===== src/rtl/instruction_fetch_stage.sv =====
// ----------------------------------------------------------------------------
// instruction_fetch_stage
//   Front end of the 5-stage pipeline. Owns the program counter, drives the
//   asynchronous instruction ROM address and captures the returned word into
//   the IF/ID pipeline register. The next PC is chosen from reset, exception,
//   EX branch, ID jump, interrupt, stall-hold and sequential sources.
//
//   Optional feature macro: IRQ_EN
//     defined   : external interrupt entry (irq_take, irq_taken, irq_epc)
//     undefined : irq is ignored, irq_taken and irq_epc are tied to 0
//
// Ports
//   clk             in   system clock, all state on rising edge
//   reset           in   synchronous active-high reset
//   stall           in   load-use hazard: hold PC and IF/ID
//   flush           in   squash IF/ID contents
//   jump            in   ID jump resolved (ignored while stall)
//   jump_target     in   [31:0] jump destination
//   branch_taken    in   EX branch resolved taken (overrides stall)
//   branch_target   in   [31:0] branch destination
//   exception       in   ID undefined instruction
//   irq             in   level-sensitive interrupt request
//   inst_addr       out  [31:0] current PC to ROM
//   inst_data       in   [31:0] ROM word, combinational from inst_addr
//   if_id_inst      out  [31:0] registered instruction
//   if_id_pc_plus4  out  [31:0] registered PC+4 of that instruction
//   if_id_valid     out  1 = real instruction, 0 = bubble
//   irq_taken       out  one-cycle pulse when an interrupt was accepted
//   irq_epc         out  [31:0] PC of the instruction squashed at entry
// ----------------------------------------------------------------------------
module instruction_fetch_stage #(
  parameter logic [31:0] RESET_PC   = 32'h0000_0000,
  parameter logic [31:0] IRQ_VECTOR = 32'h8000_0004,
  parameter logic [31:0] EXC_VECTOR = 32'h8000_0008
) (
  input  logic        clk,
  input  logic        reset,
  input  logic        stall,
  input  logic        flush,
  input  logic        jump,
  input  logic [31:0] jump_target,
  input  logic        branch_taken,
  input  logic [31:0] branch_target,
  input  logic        exception,
  input  logic        irq,
  output logic [31:0] inst_addr,
  input  logic [31:0] inst_data,
  output logic [31:0] if_id_inst,
  output logic [31:0] if_id_pc_plus4,
  output logic        if_id_valid,
  output logic        irq_taken,
  output logic [31:0] irq_epc
);

  typedef struct packed {
    logic [31:0] inst;
    logic [31:0] pc_plus4;
    logic        valid;
  } if_id_t;

  // sll $0,$0,0 with valid cleared
  localparam if_id_t BUBBLE = '{inst: 32'h0, pc_plus4: 32'h0, valid: 1'b0};

  logic [31:0] pc, pc_next, pc_plus4;
  if_id_t      if_id, if_id_next;
  logic        irq_take;
  logic        jump_eff;
  logic        squash;

  assign pc_plus4  = pc + 32'd4;   // natural wrap at 2^32
  assign inst_addr = pc;
  assign jump_eff  = jump & ~stall;

`ifdef IRQ_EN
  // Kernel mode (PC[31]) masks the request; any hazard or redirect defers it
  // and the level-sensitive request is simply retried next cycle.
  assign irq_take = irq & ~pc[31] & ~stall & ~flush & ~exception
                  & ~branch_taken & ~jump;
`else
  assign irq_take = 1'b0 & irq;
`endif

  // Anything that redirects or kills the current fetch yields a bubble.
  assign squash = exception | branch_taken | flush | jump_eff | irq_take;

  always_comb begin
    pc_next = pc_plus4;
    if (exception)         pc_next = EXC_VECTOR;
    else if (branch_taken) pc_next = branch_target;
    else if (jump_eff)     pc_next = jump_target;
    else if (irq_take)     pc_next = IRQ_VECTOR;
    else if (stall)        pc_next = pc;
  end

  always_comb begin
    if_id_next = '{inst: inst_data, pc_plus4: pc_plus4, valid: 1'b1};
    if (squash)     if_id_next = BUBBLE;
    else if (stall) if_id_next = if_id;
  end

  always_ff @(posedge clk) begin
    if (reset) begin
      pc    <= RESET_PC;
      if_id <= BUBBLE;
    end else begin
      pc    <= pc_next;
      if_id <= if_id_next;
    end
  end

  assign if_id_inst     = if_id.inst;
  assign if_id_pc_plus4 = if_id.pc_plus4;
  assign if_id_valid    = if_id.valid;

`ifdef IRQ_EN
  logic        irq_taken_q;
  logic [31:0] irq_epc_q;

  always_ff @(posedge clk) begin
    if (reset) begin
      irq_taken_q <= 1'b0;
      irq_epc_q   <= 32'h0;
    end else begin
      irq_taken_q <= irq_take;
      if (irq_take) irq_epc_q <= pc;
    end
  end

  assign irq_taken = irq_taken_q;
  assign irq_epc   = irq_epc_q;
`else
  assign irq_taken = irq_take;
  assign irq_epc   = 32'h0;
`endif

endmodule


===== config.mk =====
export PLATFORM = sky130hd
export DESIGN_NAME = instruction_fetch_stage
export DESIGN_NICKNAME = d
export VERILOG_FILES = /design/src/rtl/instruction_fetch_stage.sv
export SDC_FILE = /design/constraint.sdc
export NUM_CORES = 1
export LEC_CHECK = 0
export CAP_MARGIN = 20
export CORE_UTILIZATION = 45
export DETAILED_ROUTE_END_ITERATION = 7
export HOLD_SLACK_MARGIN = 0.15
export PLACE_DENSITY = 0.87
export SETUP_SLACK_MARGIN = 0.2
export SYNTH_ARGS = -nofsm -noshare
export SYNTH_HDL_FRONTEND = slang
export SYNTH_SLANG_ARGS = --single-unit

===== constraint.sdc =====
create_clock -name clk -period 4.7 [get_ports clk]
set_clock_uncertainty 0.05 [all_clocks]
set_input_delay 0.94 -clock clk [delete_from_list [all_inputs] [get_ports clk]]
set_output_delay 0.94 -clock clk [all_outputs]
set_load 0.01 [all_outputs]

== Word level (Yosys, flattened, before mapping) ==
Index checks and enable logic that the tools add are counted.
Cells by class
  $add $sub $neg: 1
  bitwise logic cells: 5
  multiplexer cells: 4
  equal/unequal tests: 2
  reductions and logical operators: 2
Operator list (number)
  two-way mux 32 bit: 4
  adder 32 x 3 -> 32 bit, second input constant: 1
  inequality test 4 x 1 -> 1 bit, second input constant: 1
  OR reduction 2 bit: 2
  inequality test 3 x 1 -> 1 bit, second input constant: 1
  OR 1 bit: 3
  AND 1 bit: 1
  NOT 1 bit: 1
Word-level totals
  word-level logic and storage cells: 19
  register bits after elaboration: 97

== Longest topological paths before layout ==
Gate-level depths: netlist (run 1).
  depth in word-level cells: 5
  gate-level depth with buffers: 7
  mapped depth without buffers: 6

== Worst setup path after synthesis (run 1) ==
Ideal clock, no wire load.
  path type: input -> register
  start point: input exception
  end point: register if_id (netlist bit if_id_pc_plus4[26])
  library setup time: 0.070 ns
  buffers on the path: 2
  stages: 6
  slack: 2.468 ns
  data required time: 4.580 ns
  data arrival time: 2.113 ns
  cell sequence: or2_2 > clkbuf_1 > nor4_4 > clkbuf_1 > o21ai_0 > a21oi_1
Between the ends
  cells in the longest elaborated chain, start to end: 4
Ends and longest elaborated chain
  start, declared: RTL line 44  | input logic exception,
  OR 1 bit (3 in a row): RTL line 84  | assign squash = exception | branch_taken | flush | jump_eff | irq_take;
  OR reduction 2 bit (no line)
  end signal, assigned: RTL line 107  | if_id <= if_id_next;
  end, declared: RTL line 65  | if_id_t if_id, if_id_next;
Every way passes these cells.
A chain may end at the register's enable or synchronous reset.

== Worst setup path after layout (run 1) ==
  start point: input jump
  end point: register if_id (netlist bit if_id_pc_plus4[29])
Between the ends
  cells in the longest elaborated chain, start to end: 3
Ends and longest elaborated chain
  start, declared: RTL line 40  | input logic jump,
  AND 1 bit: RTL line 72  | assign jump_eff = jump & ~stall;
  OR 1 bit: RTL line 84
  OR reduction 2 bit (no line)
Every way passes these cells.

==> run metrics, run 1 <==
# IOs 234; Total Wirelength 15900 um; drt pass-1 iters 5; RD Place Congestion 0.925; FFs w/ async S/R, synth 0; total CTS buffers 9; DRC errors left 0; fmax 327 MHz; row count 38; period utilization 0.651; WS Path Type in -> reg; Clock Tree Root clkbuf_8; CTS tree yes; crit path DAT 3310 ps; critical path peak fanout 20; Max-Cap Viols 0; Avg WL per Cell 17.3 um; Buffers on Ports 199; global-route wire length before repair 24700 um; Max VDD drop 0.000187 V; vias per cell 5.57; Antenna diodes 0; Synth Flop Type dfxtp_1; clk_lat worst skew 370 ps; largest net degree at the start of global routing 44; H-Tree Depth 3; setup TNS 0 ps; CP Data Required Time 4950 ps; CTS Hold Bufs 0; Cell variety after synth 58; worst hold margin 432 ps; non-filler cells in the finished layout 915; Reg clk slew, reported paths 100 ps; Mapped Cells 597; sequential-to-total area share from yosys stat 0.390; DR vias 5096; post-CTS sizing 0; Slew Limit Fails 0; initial antenna violation count 0; Synth Warn # 0; vias in the first global route 4977; Least-Margin Pin Slew 906 ps; CP endpoint kind register; Die Ht 107 um; Die Span X 107 um; Static Leak 2.69 nW; Post-CTS Setup Bufs 0; CTS max path bufs 2; synthesized area 4980 sq um; worst hold path class reg -> reg; #FFs+latches synth 97; area growth from synthesis to layout 41.9%; GR Util All Layers 0.274; dpl cells 899; P per Cell Area 238 nW/um^2; nets 875; most frequent cells in the layout clkdlybuf4s50_1 (197), dfxtp_1 (97), nor2_1 (88); DPL Wire Length 11600 um; final setup vio count 0; Post-synth EDFFs 0; total gr overflow 0; share of cells above drive strength 1 0.0568; clock sink count 97; final hold violations 0; min cycle time layout 3060 ps; DR iter-0 viols 303; Initial Utilization 0.461; max_slew headroom 0.396; r2r setup slk 2480 ps; status completed; ANT nets after route 0; die footprint 11500 sq um; Mapped Avg Cell Area 8.34 sq um; core box area 10800 sq um; RSZ-0062 raised after global routing false; most common cell after layout, fill and taps aside clkdlybuf4s50_1; critical path startpoint category primary input
## cell families (layout without fill, tap and decap cells)
| group | Yosys count | in the layout | share of synthesized area |
|---|---|---|---|
| simple gates | 211 | 211 | 0.216 |
| compound gates | 137 | 137 | 0.169 |
| flops | 97 | 97 | 0.390 |
| buf+inv | 82 | 228 | 0.0917 |
| mux | 42 | 42 | 0.0847 |
| xor+xnor | 26 | 26 | 0.0457 |
| fa+ha+maj | 1 | 1 | 0.00251 |
| other cells | 1 | 33 | 0.000753 |
## final cells by class
| class | count | area (sq um) |
|---|---|---|
| Inverter | 5 | 18.8 |
| Clock inverter | 7 | 58.8 |
| Sequential cell | 97 | 1940 |
| Tap cell | 140 | 175 |
| Multi-Input combinational cell | 450 | 2700 |
| Clock buffer | 9 | 124 |
| Fill cell | 893 | 3730 |
| Timing Repair Buffer | 207 | 2040 |
## routing by layer
layer	vias up	GRT usage	share of wire
met5	-	0	0
li1	2395	-	-
met2	272	0.468	0.48
met3	26	0.0900	0.098
met4	0	0.101	0.022
met1	2403	0.318	0.40
## synthesized netlist by cell type, types with 2 or more instances
cell type | instances | share of area
and3_1 | 5 | 0.0063
a211oi_1 | 8 | 0.012
nor3_1 | 6 | 0.0060
xnor2_1 | 9 | 0.016
a221oi_1 | 7 | 0.012
nand4_1 | 11 | 0.014
nor4_1 | 5 | 0.0063
inv_1 | 4 | 0.0030
o21ai_1 | 2 | 0.0020
a22oi_1 | 8 | 0.012
o22ai_1 | 13 | 0.016
a21oi_1 | 37 | 0.037
nor4_4 | 4 | 0.017
buf_1 | 7 | 0.0053
o211ai_1 | 2 | 0.0030
dfxtp_1 | 97 | 0.39
xor2_1 | 17 | 0.030
nor2_1 | 88 | 0.066
nand3_1 | 21 | 0.021
nand4_2 | 3 | 0.0075
a31oi_1 | 2 | 0.0025
nor2b_1 | 2 | 0.0025
nand2_1 | 49 | 0.037
nand3b_1 | 2 | 0.0030
buf_4 | 35 | 0.053
o21ai_0 | 42 | 0.042
mux2i_1 | 41 | 0.082
clkbuf_1 | 26 | 0.020
a221o_1 | 4 | 0.0080
o221ai_1 | 2 | 0.0035
o21a_1 | 3 | 0.0045
clkbuf_2 | 2 | 0.0020
and4b_1 | 2 | 0.0040
nand2b_1 | 2 | 0.0025
buf_2 | 6 | 0.0060
## path summary, 6_finish.rpt
kind / from / endpoint / cells past startpoint
worst max-delay path: jump / if_id_pc_plus4[29] / 6
worst max register to register: inst_addr[2] / if_id_pc_plus4[30] / 6
worst min register to register: if_id_valid / if_id_valid / 1
worst min-delay path: if_id_valid / if_id_valid / 1
## sequential cells by signal, indices dropped and copies added, names as in the netlist, named ones only
| name | flops |
|---|---|
| if_id_inst | 32 |
| if_id_valid | 1 |
| inst_addr | 30 |
| if_id_pc_plus4 | 32 |
## power by group
part	internal (mW)	leakage [nW]	switching, mW
sequential	0.838	0.786	0.0272
clock	0.202	0.0925	0.326
combinational	0.155	1.81	0.135
total	1.19	2.69	0.489
## metrics by stage
step           worst slack (ps)   util  instance area, sq um  total power [mW]
2_1_floorplan              2470      -                  5100              1.04
3_3_place_gp               1350  0.638                  6880              1.16
3_5_place_dp               1260  0.638                  6880              1.17
4_1_cts                    1640  0.655                  7070              1.69
5_1_grt                    1410  0.655                  7070              1.75
6_report                   1640  0.655                  7070              1.68
## critical path, cell delays in order
cell	delay, ps
clkdlybuf4s50_1	660
nor2b_2	290
buf_4	240
nor4_4	750
o21ai_0	250
a21oi_1	170
Power figures use the tool's default switching activity.
==> inputs of run 2 (changes only) <==
Settings changed: CORE_UTILIZATION 45 to 38, PLACE_DENSITY 0.87 to 0.78.
Clock period 4.7 ns to 2.8 ns, I/O delays scaled along.
==> run metrics, run 2 (synthesis results as in run 1) <==
CP max-delay cell dfxtp_1; Clock Tree Root clkbuf_16; most frequent cells in the layout clkdlybuf4s50_1 (197), dfxtp_1 (97), nor2_1 (88); final hold violations 0 (unchanged); nets 887 (+1.4%); min cycle time layout 2300 ps; clk_lat worst skew 350 ps (-20 ps); worst hold margin 412 ps (-19.8 ps); RD Place Congestion 0.843 (-8.9%); core box area 12700 sq um (+18%); Pwr Total 3.21 mW (+91%); WS Path Type reg -> out; DRC errors left 0 (unchanged); vias per cell 5.08 (-8.7%); dpl cells 943 (+4.9%); Die Ht 116 um (+8.7%); worst hold path class reg -> reg; critical path peak fanout 14 (-30%); CTS tree yes; Antenna diodes 0 (unchanged); initial antenna violation count 0 (unchanged); CP bufs+invs 1 (-1); CP top delay family flip-flops; row count 41 (+7.9%); area growth from synthesis to layout 47.1%; Least-Margin Pin Slew 579 ps (-327 ps); max_slew headroom 0.613 (+0.217); CTS Hold Bufs 0 (unchanged); RSZ-0062 raised after global routing false; share of cells above drive strength 1 0.0699 (+0.0131); Slew Limit Fails 0 (unchanged); # IOs 234 (unchanged); Largest stage delay, worst path 690 ps (-60 ps); non-filler cells in the finished layout 959 (+4.8%); Buffers on Ports 199 (unchanged); hold depth 2 (+1); Max-Cap Viols 0 (unchanged); die footprint 13600 sq um (+18%); ANT nets after route 0 (unchanged); cell depth of the worst setup path 1 (-5); DR iter-0 viols 300 (-0.99%); CP Data Required Time 2190 ps (-2760 ps); Critical Path, Cell by Cell clkdlybuf4s50_1; DR vias 4875 (-4.3%); fmax 435 MHz; most common cell after layout, fill and taps aside clkdlybuf4s50_1; Die Span X 116 um (+8.7%); Post-CTS Setup Bufs 0 (unchanged); global-route wire length before repair 24000 um (-2.5%); Reg clk slew, reported paths 70 ps (-30 ps); period utilization 0.820; clock sink count 97 (unchanged); total gr overflow 0 (unchanged); worst r2r path cells 6 (unchanged); GR Util All Layers 0.235 (-0.0386); status completed; P per Cell Area 438 nW/um^2 (+84%); setup TNS 0 ps (unchanged); Total Wirelength 15700 um (-0.79%); critical path startpoint category register; Max VDD drop 0.000258 V (+38%); Initial Utilization 0.391 (-0.0700); final setup vio count 0 (unchanged); CP endpoint kind output port; CTS max path bufs 2 (unchanged); largest net degree at the start of global routing 43 (-2.3%); vias in the first global route 4571 (-8.2%); crit path DAT 1690 ps (-1620 ps); post-CTS sizing 0 (unchanged); Avg WL per Cell 16.4 um (-5.3%); DPL Wire Length 11700 um (+0.25%); total CTS buffers 9 (unchanged); drt pass-1 iters 5 (unchanged); H-Tree Depth 3 (unchanged); Static Leak 2.81 nW (+4.4%)
## run 2: through the flow
| stage | instance area [sq um] | util | setup WS (ps) |
|---|---|---|---|
| finish | 7320 | 0.576 | 503 |
| detailed placement | 7030 | 0.552 | 372 |
| global placement | 7030 | 0.552 | 430 |
| global route | 7320 | 0.576 | 470 |
| CTS | 7320 | 0.576 | 535 |
| floorplan | 5100 | - | 948 |
## run 2: worst reg2reg max path, stage by stage, from the launching register on
cell and delay (ps):
dfxtp_1 530, ha_1 380, nand4_1 190, nor4_4 310, nand4_1 220, or3_1 390, o211ai_1 80
## run 2: cell type report
type                       count  area (sq um)
clock inverter                 6          67.6
clock buffer                  10           229
fill                        1179          5400
inverter                       5          18.8
multi-input combinational    450          2700
sequential                    97          1940
timing repair buffer         219          2150
tap                          172           215
## run 2: power by group
group          leakage, nW  switching [mW]  internal [mW]
logic                 1.88           0.226          0.271
registers            0.786          0.0427           1.41
clock network        0.144           0.565          0.698
## run 2: layer usage
metal / track usage / wire, um
met5: 0 / 0
met1: 0.288 / 6580
met4: 0.0949 / 359
met3: 0.0856 / 1660
met2: 0.375 / 7140
## run 2: final timing paths
| path | startpoint | end | slack (ps) |
|---|---|---|---|
| setup / recovery | inst_addr[18] | inst_addr[18] | 500 |
| hold / removal | if_id_pc_plus4[6] | if_id_pc_plus4[6] | 410 |
| setup reg to reg | inst_addr[2] | inst_addr[22] | 580 |
| hold reg to reg | if_id_pc_plus4[6] | if_id_pc_plus4[6] | 410 |
